<file path="src/rtl/bus_pkg.sv">
// Shared types and defaults for the two-master bus arbiter.
package bus_pkg;

  localparam int BUS_ADDR_W = 16;
  localparam int BUS_DATA_W = 32;

  // Arbiter FSM states; the encoding is also exported on the debug port.
  typedef enum logic [1:0] {
    ST_IDLE  = 2'd0,
    ST_ISSUE = 2'd1,
    ST_WAIT  = 2'd2
  } bus_state_t;

  // Master identifier: 0 = master 0 (CPU), 1 = master 1 (DMA/debug).
  typedef logic mid_t;

  // Operation latched at grant time.
  typedef enum logic {
    OP_RD = 1'b0,
    OP_WR = 1'b1
  } bus_op_t;

endpackage

</file>
<file path="src/rtl/bus_rr_pick.sv">
// Combinational two-way round-robin picker: on a tie the master that was
// not granted last time wins; a single requester always wins.
module bus_rr_pick
  import bus_pkg::*;
(
  input  logic [1:0] req,
  input  mid_t       last_gnt,
  output logic       gnt_valid,
  output mid_t       gnt_id
);

  // Pick the winner from the request vector and the last grant.
  always_comb begin
    gnt_valid = |req;
    gnt_id    = 1'b0;
    if (req == 2'b11) begin
      gnt_id = ~last_gnt;
    end else if (req[1]) begin
      gnt_id = 1'b1;
    end
  end

endmodule

</file>
<file path="src/rtl/bus_arbiter.sv">
// Two-master, one-slave bus arbiter with round-robin on contention.
// Optional read timeout is built only when BUS_ARB_TIMEOUT_EN is defined.
//
// Handshake: a master holds rd_en/wr_en (plus addr and wr_data) high until
// it sees a one-cycle ack; ack is the only completion signal and is given
// only to the granted master. On the slave side s_rd_en/s_wr_en are
// one-cycle strobes, and s_rd_valid is honoured only while a read waits
// for data, so stale or late valid pulses are dropped.
module bus_arbiter
  import bus_pkg::*;
#(
  parameter int ADDR_W         = BUS_ADDR_W,
  parameter int DATA_W         = BUS_DATA_W,
  parameter int TIMEOUT_CYCLES = 15
) (
  input  logic              clk,
  input  logic              rst,
  input  logic [ADDR_W-1:0] m0_addr,
  input  logic              m0_rd_en,
  input  logic              m0_wr_en,
  input  logic [DATA_W-1:0] m0_wr_data,
  output logic [DATA_W-1:0] m0_rd_data,
  output logic              m0_ack,
  output logic              m0_err,
  input  logic [ADDR_W-1:0] m1_addr,
  input  logic              m1_rd_en,
  input  logic              m1_wr_en,
  input  logic [DATA_W-1:0] m1_wr_data,
  output logic [DATA_W-1:0] m1_rd_data,
  output logic              m1_ack,
  output logic              m1_err,
  output logic [ADDR_W-1:0] s_addr,
  output logic              s_rd_en,
  output logic              s_wr_en,
  output logic [DATA_W-1:0] s_wr_data,
  input  logic [DATA_W-1:0] s_rd_data,
  input  logic              s_rd_valid,
  output logic [1:0]        o_dbg_state
);

  if (TIMEOUT_CYCLES < 1) begin : g_timeout_range_check
    $error("bus_arbiter: TIMEOUT_CYCLES must be at least 1");
  end

  bus_state_t        r_state;
  bus_state_t        w_state_nxt;
  mid_t              r_gnt;
  mid_t              r_last_gnt;
  bus_op_t           r_op;
  logic [ADDR_W-1:0] r_s_addr;
  logic [DATA_W-1:0] r_s_wr_data;

  logic [1:0]        w_req;
  logic              w_pick_valid;
  mid_t              w_pick_id;
  logic              w_pick_wr;
  logic [ADDR_W-1:0] w_pick_addr;
  logic [DATA_W-1:0] w_pick_data;

  logic              w_grant;
  logic              w_ack;
  logic              w_err;
  logic              w_timeout;
  logic [DATA_W-1:0] w_rd_data;

  // A master requests while either enable is high.
  assign w_req = {(m1_rd_en | m1_wr_en), (m0_rd_en | m0_wr_en)};

  bus_rr_pick u_pick (
    .req       (w_req),
    .last_gnt  (r_last_gnt),
    .gnt_valid (w_pick_valid),
    .gnt_id    (w_pick_id)
  );

  // Both enables high from one master is a write, so wr_en alone decides.
  assign w_pick_wr   = w_pick_id ? m1_wr_en   : m0_wr_en;
  assign w_pick_addr = w_pick_id ? m1_addr    : m0_addr;
  assign w_pick_data = w_pick_id ? m1_wr_data : m0_wr_data;

`ifdef BUS_ARB_TIMEOUT_EN
  localparam int CNT_W = $clog2(TIMEOUT_CYCLES + 1);

  logic [CNT_W-1:0] r_cnt;

  // Valid takes priority over the timeout in the same cycle.
  assign w_timeout = (r_state == ST_WAIT) && !s_rd_valid &&
                     (r_cnt == CNT_W'(TIMEOUT_CYCLES));

  // WAIT cycle counter: cleared on the strobe cycle, counts while waiting.
  always_ff @(posedge clk) begin
    if (rst) begin
      r_cnt <= '0;
    end else if (r_state == ST_ISSUE) begin
      r_cnt <= '0;
    end else if ((r_state == ST_WAIT) && !s_rd_valid && !w_timeout) begin
      r_cnt <= r_cnt + 1'b1;
    end
  end
`else
  assign w_timeout = 1'b0;
`endif

  // State register.
  always_ff @(posedge clk) begin
    if (rst) begin
      r_state <= ST_IDLE;
    end else begin
      r_state <= w_state_nxt;
    end
  end

  // Next-state and completion decode.
  always_comb begin
    w_state_nxt = r_state;
    w_grant     = 1'b0;
    w_ack       = 1'b0;
    w_err       = 1'b0;
    w_rd_data   = '0;
    case (r_state)
      ST_IDLE: begin
        if (w_pick_valid) begin
          w_grant     = 1'b1;
          w_state_nxt = ST_ISSUE;
        end
      end
      ST_ISSUE: begin
        if (r_op == OP_WR) begin
          w_ack       = 1'b1;
          w_state_nxt = ST_IDLE;
        end else begin
          w_state_nxt = ST_WAIT;
        end
      end
      ST_WAIT: begin
        if (s_rd_valid) begin
          w_ack       = 1'b1;
          w_rd_data   = s_rd_data;
          w_state_nxt = ST_IDLE;
        end else if (w_timeout) begin
          w_ack       = 1'b1;
          w_err       = 1'b1;
          w_state_nxt = ST_IDLE;
        end
      end
      default: begin
        w_state_nxt = ST_IDLE;
      end
    endcase
  end

  // Grant bookkeeping and slave-side address/data registers.
  always_ff @(posedge clk) begin
    if (rst) begin
      r_gnt       <= 1'b0;
      r_last_gnt  <= 1'b1;
      r_op        <= OP_WR;
      r_s_addr    <= '0;
      r_s_wr_data <= '0;
    end else if (w_grant) begin
      r_gnt       <= w_pick_id;
      r_last_gnt  <= w_pick_id;
      r_op        <= w_pick_wr ? OP_WR : OP_RD;
      r_s_addr    <= w_pick_addr;
      r_s_wr_data <= w_pick_data;
    end
  end

  assign s_addr    = r_s_addr;
  assign s_wr_data = r_s_wr_data;
  assign s_rd_en   = (r_state == ST_ISSUE) && (r_op == OP_RD);
  assign s_wr_en   = (r_state == ST_ISSUE) && (r_op == OP_WR);

  // Completion is routed only to the granted master.
  assign m0_ack     = w_ack && (r_gnt == 1'b0);
  assign m1_ack     = w_ack && (r_gnt == 1'b1);
  assign m0_err     = w_err && (r_gnt == 1'b0);
  assign m1_err     = w_err && (r_gnt == 1'b1);
  assign m0_rd_data = (r_gnt == 1'b0) ? w_rd_data : '0;
  assign m1_rd_data = (r_gnt == 1'b1) ? w_rd_data : '0;

  assign o_dbg_state = r_state;

endmodule

</file>
<file path="config.mk">
export PLATFORM = sky130hd
export DESIGN_NAME = bus_arbiter
export DESIGN_NICKNAME = d
export VERILOG_FILES = /design/src/rtl/bus_pkg.sv /design/src/rtl/bus_rr_pick.sv /design/src/rtl/bus_arbiter.sv
export SDC_FILE = /design/constraint.sdc
export NUM_CORES = 1
export LEC_CHECK = 0
export ABC_AREA = 1
export CORE_AREA = 2 2 100 102
export CTS_BUF_LIST = sky130_fd_sc_hd__clkbuf_8
export DETAILED_ROUTE_END_ITERATION = 10
export DIE_AREA = 0 0 102 104
export MAX_ROUTING_LAYER = met4
export PLACE_DENSITY = 0.84
export SYNTH_ARGS = -nofsm -noshare
export SYNTH_HDL_FRONTEND = slang
export SYNTH_HIERARCHICAL = 1
export SYNTH_SLANG_ARGS = --single-unit
</file>
<file path="constraint.sdc">
create_clock -name clk -period 2.19 [get_ports clk]
set_input_delay 0.438 -clock clk [delete_from_list [all_inputs] [get_ports clk]]
set_output_delay 0.438 -clock clk [all_outputs]
set_load 0.05 [all_outputs]
</file>
### After elaboration in Yosys (flattened, before gate mapping)

Cells that the tools add are included.

* bitwise logic cells: 5
* mux-type cells: 19
* eq/ne operators: 5
* reduce and logical (&&, ||, !) cells: 7

Operators by type and width (count)
* 2-to-1 mux 32 bit: 5
* 2-to-1 mux 16 bit: 1
* 2-to-1 mux 1 bit: 8
* 2-to-1 mux 2 bit: 3
* one-hot mux 2 bit (3 select lines): 1
* equality test 2 bit (second input constant): 2
* logical AND 1 bit: 4
* inverter 1 bit: 3
* equality test 2 x 1 -> 1 bit (second input constant): 1
* zero test 2 bit: 1
* != test 2 x 1 -> 1 bit (second input constant): 1
* != test 2 bit (second input constant): 1
* bitwise OR 1 bit: 2
* one-hot mux 1 bit (2 select lines): 1
* AND reduction 2 bit: 1
* OR reduction 2 bit: 1

* bits in registers: 53
* word-level logic and storage cells: 42
* output and inout bits: 120
* input bits: 135

### Depth between registers and ports, before layout

* depth after elaboration: 5
* mapped depth: 11
* depth with buffers taken out: 8

### By module

The synthesis kept the hierarchy.

Modules (own cells, without submodules)
* bus_arbiter: instances 1, sequential area each 1061.0 um^2, area an instance 3329.4 um^2, cells each 574
* bus_rr_pick: instances 1, sequential area each 0.0 um^2, area an instance 15.0 um^2, cells each 3

### Worst setup path before layout

No wires, ideal clock.

* path kind: register -> output
* start: register r_state[1], in the netlist o_dbg_state[1]
* end: output port m1_rd_data[21]
* cell stages (with the launch flop): 6
* path buffers: 2
* path slack: -0.614 ns
* data arrival time: 2.366 ns
* required time: 1.752 ns
* path through: dfxtp_1 -> ha_1 -> nand2_1 -> buf_2 -> clkbuf_1 -> nor3_1

* cells in the longest elaborated chain, start to end: 3

Ends and longest elaborated chain
* start, declared: line bus_arbiter.sv:45 `bus_state_t r_state;`
* start signal, assigned: line bus_arbiter.sv:109 `r_state <= w_state_nxt;`
* equality test 2 bit: line bus_arbiter.sv:120 `case (r_state)`
* 2-to-1 mux 32 bit: line bus_arbiter.sv:120
* 2-to-1 mux 32 bit: line bus_arbiter.sv:180 `assign m1_rd_data = (r_gnt == 1'b1) ? w_rd_data : '0;`
* end, declared: line bus_arbiter.sv:29 `output logic [DATA_W-1:0] m1_rd_data,`

No other way between the ends.

### Final worst setup path

* start: input port s_rd_valid
* end: output port m0_rd_data[23]

* cells in the longest elaborated chain, start to end: 3

Ends and longest elaborated chain
* start, declared: line bus_arbiter.sv:37 `input logic s_rd_valid,`
* 2-to-1 mux 32 bit: line bus_arbiter.sv:136 `if (s_rd_valid) begin`
* 2-to-1 mux 32 bit: line bus_arbiter.sv:120
* 2-to-1 mux 32 bit: line bus_arbiter.sv:179 `assign m0_rd_data = (r_gnt == 1'b0) ? w_rd_data : '0;`
* end, declared: line bus_arbiter.sv:22 `output logic [DATA_W-1:0] m0_rd_data,`

No other way between the ends.

==> results summary <==
The die outline width is 102 um. The overall die height is 104 um. The vias after detailed routing is 4,382. The number of antenna violations at the first check in global routing came out at 0. The maximum achievable frequency is 459 MHz. The placed wire-length estimate after detailed placement came out at 10.5 mm. The number of hold buffers added after CTS came out at 0. The final number of hold-violating endpoints came out at 0. A synthesized cell averages 5.80 um2. The first-iteration detailed-routing DRC count is 166.

The post-route DRC violation count came out at 0. The minimum clock period came out at 2.18 ns. The fraction of the mapped netlist area in adder cells is 0.0150. In the post-route analysis, the smallest setup slack over all paths is 0.0107 ns. Routability-driven placement finished with a final weighted congestion of 0.868. The cell area after synthesis came out at 3340 um2. The accumulated negative setup slack is 0 ns.

The switching power of the nets is 1.68 mW. The relative max-transition margin is 0.377. The maximum clock skew at final layout came out at 0.00984 ns. The wire length of the first global-routing pass is 20.5 mm. TritonCTS built the clock tree.

The sequential power share came out at 0.318. The number of global-route vias before repair came out at 4,213. The post-synthesis share of cell area spent on and, or, nand and nor gates came out at 0.360. Before antenna repair, the detailed router went through 5 iterations. The switching share of power came out at 0.446. Global routing finished with a remaining overflow of 0. The worst setup slack before clock tree synthesis is -0.0236 ns. The class of the tightest hold or removal check is reg2reg.

The final count of pins violating max slew came out at 0. The clock latency reported for the late side of the worst-skew pair came out at 0.31 ns. The overall track demand over capacity in global routing is 0.249.

The multiplexer fraction of the synthesized cell area came out at 0. Sorting the synthesized cells by area gives the leading types as sky130_fd_sc_hd__dfxtp_1, sky130_fd_sc_hd__nand2_1, sky130_fd_sc_hd__inv_1. The growth of design area from synthesis to finish came out at 116%.

The cell count after synthesis came out at 577. Cell internal power was estimated by the tool at 2.08 mW. The number of fillers in the final layout is 629. The TritonCTS sink count came out at 53. The cell area power density is 522 nW/um2.

On the worst path, the slowest cell contributes a delay of 0.54 ns. The worst setup path is captured at an output pin. The critical path data arrival time is 1.74 ns. After detailed routing, the total wire length is 13.4 mm. Grouping stages by cell kind, the critical path spends the most delay in buffers and inverters. The detail-routed via count per cell came out at 4.65.

The run finished with clean final reports. The ratio of cells with drive above 1 in the final layout came out at 0.199. The area of all placed cells without fillers came out at 7210 um2.

The final cycle utilization of the critical path came out at 0.995. The number of flip-flops and latches in the synthesized netlist is 53. STA classifies the critical path startpoint as an input port. The compound-gate portion of the synthesized area is 0.0823. sky130_fd_sc_hd__dfxtp_1 takes more of the synthesized area than any other cell.

255 I/O pins were placed. The routed length per instance came out at 14.2 um. The total placed instance area is 7020 um2. The number of buffer and inverter instances along the worst setup path is 3. The main combinational cell family by area after synthesis is simple AND/OR/NAND/NOR gates. The final setup violation count came out at 0. The maximum fanout along the worst path came out at 17.

Among the stages of the critical path, the cell type that occurs most often is sky130_fd_sc_hd__buf_12. Clock-pin slew was measured on the worst setup and hold paths at 0.08 ns. Counting distinct cell types in the post-synthesis netlist gives 18. The root buffer selected by CTS is sky130_fd_sc_hd__clkbuf_8. The number of antenna repair diodes is 0. The measured slew at the worst slew-check pin is 0.934 ns.

The leakage power of the design came out at 3.45 nW. The fraction of synthesized cell area in xor and xnor cells came out at 0. The count of nets after finishing is 947. For this configuration, the core starts out at a cell density of 0.350. The share of synthesized area in the top cell type comes to 0.317. The share of total power dissipated in combinational logic is 0.539.

The number of buffers added by the clock tree synthesis step came out at 5. The worst ir drop on vdd came out at 464 uV. Traced cell by cell, the critical path runs through clkdlybuf4s50_1 > nand2_4 > buf_12 > nor3_2 > buf_12. After floorplanning, the core was divided into 36 placement rows. Of the total power, the clock network draws 0.143.

The critical path is of the in2out type. The count of warnings emitted by yosys is 6. The endpoint required time on the critical path is 1.75 ns. The tool flagged a number of max-cap violations equal to 0. The core box area is 9550 um2. Setup repair after global routing could not meet its margin everywhere. The number of nets with antenna violations after detailed routing came out at 0. The sequential share of the synthesized area came out at 0.317.

The library cell used most frequently in the layout, excluding fill and tap cells, is sky130_fd_sc_hd__clkdlybuf4s50_1. The largest individual stage delay along the critical path comes from the cell sky130_fd_sc_hd__clkdlybuf4s50_1. The clock tree synthesis step divided the H-tree into 2 levels.

The buffer levels on the longest clock path is 2. Leaving out fill and tap cells, the most frequent cells in the layout are sky130_fd_sc_hd__clkdlybuf4s50_1, sky130_fd_sc_hd__nand2_1, sky130_fd_sc_hd__inv_1, sky130_fd_sc_hd__buf_12, sky130_fd_sc_hd__a21oi_1. The overall die area came out at 10,600 um2.

The number of port buffers came out at 252. The pin count of the biggest net entering global routing is 52.
## kinds of logic (layout without fill, tap and decap cells)
group / count (synthesis) / count (layout)
simple gates: 280 / 280
buf+inv: 184 / 415
compound gates: 55 / 55
flops: 53 / 53
fa+ha+maj: 4 / 4
other cells: 1 / 2
## stage by stage
step                       util  std cells  hold WS, ns  power, mW
after floorplan               -        578        0.442       2.45
after global placement    0.735        933        0.487       3.17
after detailed placement  0.735        933        0.504       3.22
after CTS                 0.746        942        0.525       3.77
after global routing      0.755        942        0.555       3.99
final                     0.755        942        0.523       3.76
## worst paths after layout
path / startpoint / cells past startpoint / endpoint / slack, ns
max: s_rd_valid / 5 / m0_rd_data[23] / 0.01
min: o_dbg_state[1]$_SDFFE_PP0P_ / 2 / o_dbg_state[1]$_SDFFE_PP0P_ / 0.52
max reg2reg: o_dbg_state[0]$_SDFFE_PP0P_ / 8 / s_wr_data[7]$_SDFFE_PP0P_ / 0.65
min reg2reg: o_dbg_state[1]$_SDFFE_PP0P_ / 2 / o_dbg_state[1]$_SDFFE_PP0P_ / 0.52
## worst reg2reg max path: stages (launching register included)
cell                      delay (ns)
sky130_fd_sc_hd__dfxtp_2        0.34
sky130_fd_sc_hd__inv_1          0.11
sky130_fd_sc_hd__ha_1           0.21
sky130_fd_sc_hd__nand2_2        0.10
sky130_fd_sc_hd__inv_2          0.20
sky130_fd_sc_hd__buf_4          0.26
sky130_fd_sc_hd__nand3_1        0.12
sky130_fd_sc_hd__nand2_1        0.09
sky130_fd_sc_hd__inv_1          0.04
## registers in the layout, indices dropped and copies added (netlist names)
| register | count |
|---|---|
| s_wr_data | 32 |
| s_addr | 16 |
| o_dbg_state | 2 |
| r_gnt | 1 |
| r_last_gnt | 1 |
| r_op | 1 |
## layout make-up
| type | count | area, um2 | area share |
|---|---|---|---|
| clock inverter | 3 | 15.0 | 0.00208 |
| tap | 133 | 166 | 0.0231 |
| clock buffer | 5 | 68.8 | 0.00955 |
| sequential | 53 | 1060 | 0.148 |
| multi-input combinational | 341 | 2010 | 0.279 |
| timing repair buffer | 266 | 3350 | 0.465 |
| inverter | 141 | 532 | 0.0738 |
## metal layers
metal | wire length [um] | share of wire | up-vias | track usage
li1 | - | - | 2191 | -
met1 | 4730 | 0.35 | 1954 | 0.261
met2 | 7150 | 0.53 | 205 | 0.447
met3 | 1060 | 0.079 | 32 | 0.0531
met4 | 442 | 0.033 | 0 | 0.0962
met5 | 0 | 0 | - | -
## cell usage after synthesis
master,instances
sky130_fd_sc_hd__ha_1,4
sky130_fd_sc_hd__a21oi_1,53
sky130_fd_sc_hd__or2_1,1
sky130_fd_sc_hd__nand2_1,157
sky130_fd_sc_hd__nor3_1,64
sky130_fd_sc_hd__nor2_1,5
sky130_fd_sc_hd__buf_4,3
sky130_fd_sc_hd__buf_6,2
sky130_fd_sc_hd__inv_2,2
sky130_fd_sc_hd__o21ai_0,1
sky130_fd_sc_hd__clkbuf_1,10
sky130_fd_sc_hd__inv_1,139
sky130_fd_sc_hd__o21ai_1,1
sky130_fd_sc_hd__or2_2,2
sky130_fd_sc_hd__conb_1,1
sky130_fd_sc_hd__buf_2,28
sky130_fd_sc_hd__dfxtp_1,53
sky130_fd_sc_hd__nand3_1,51
## timing repair
action	4_1_cts	5_1_grt
setup endpoints to repair	29	57
buffers inserted	1	0
gates resized for setup	3	14
## power by group through the flow
stage	Sequential (mW)	Clock (mW)	Combinational, mW
3_5_place_dp	1.22	0	2.00
6_report	1.20	0.538	2.03
2_1_floorplan	1.70	0	0.741
4_1_cts	1.20	0.557	2.01
5_1_grt	1.22	0.603	2.17
3_3_place_gp	1.21	0	1.96
No activity file was read; power rests on OpenSTA's default activity.
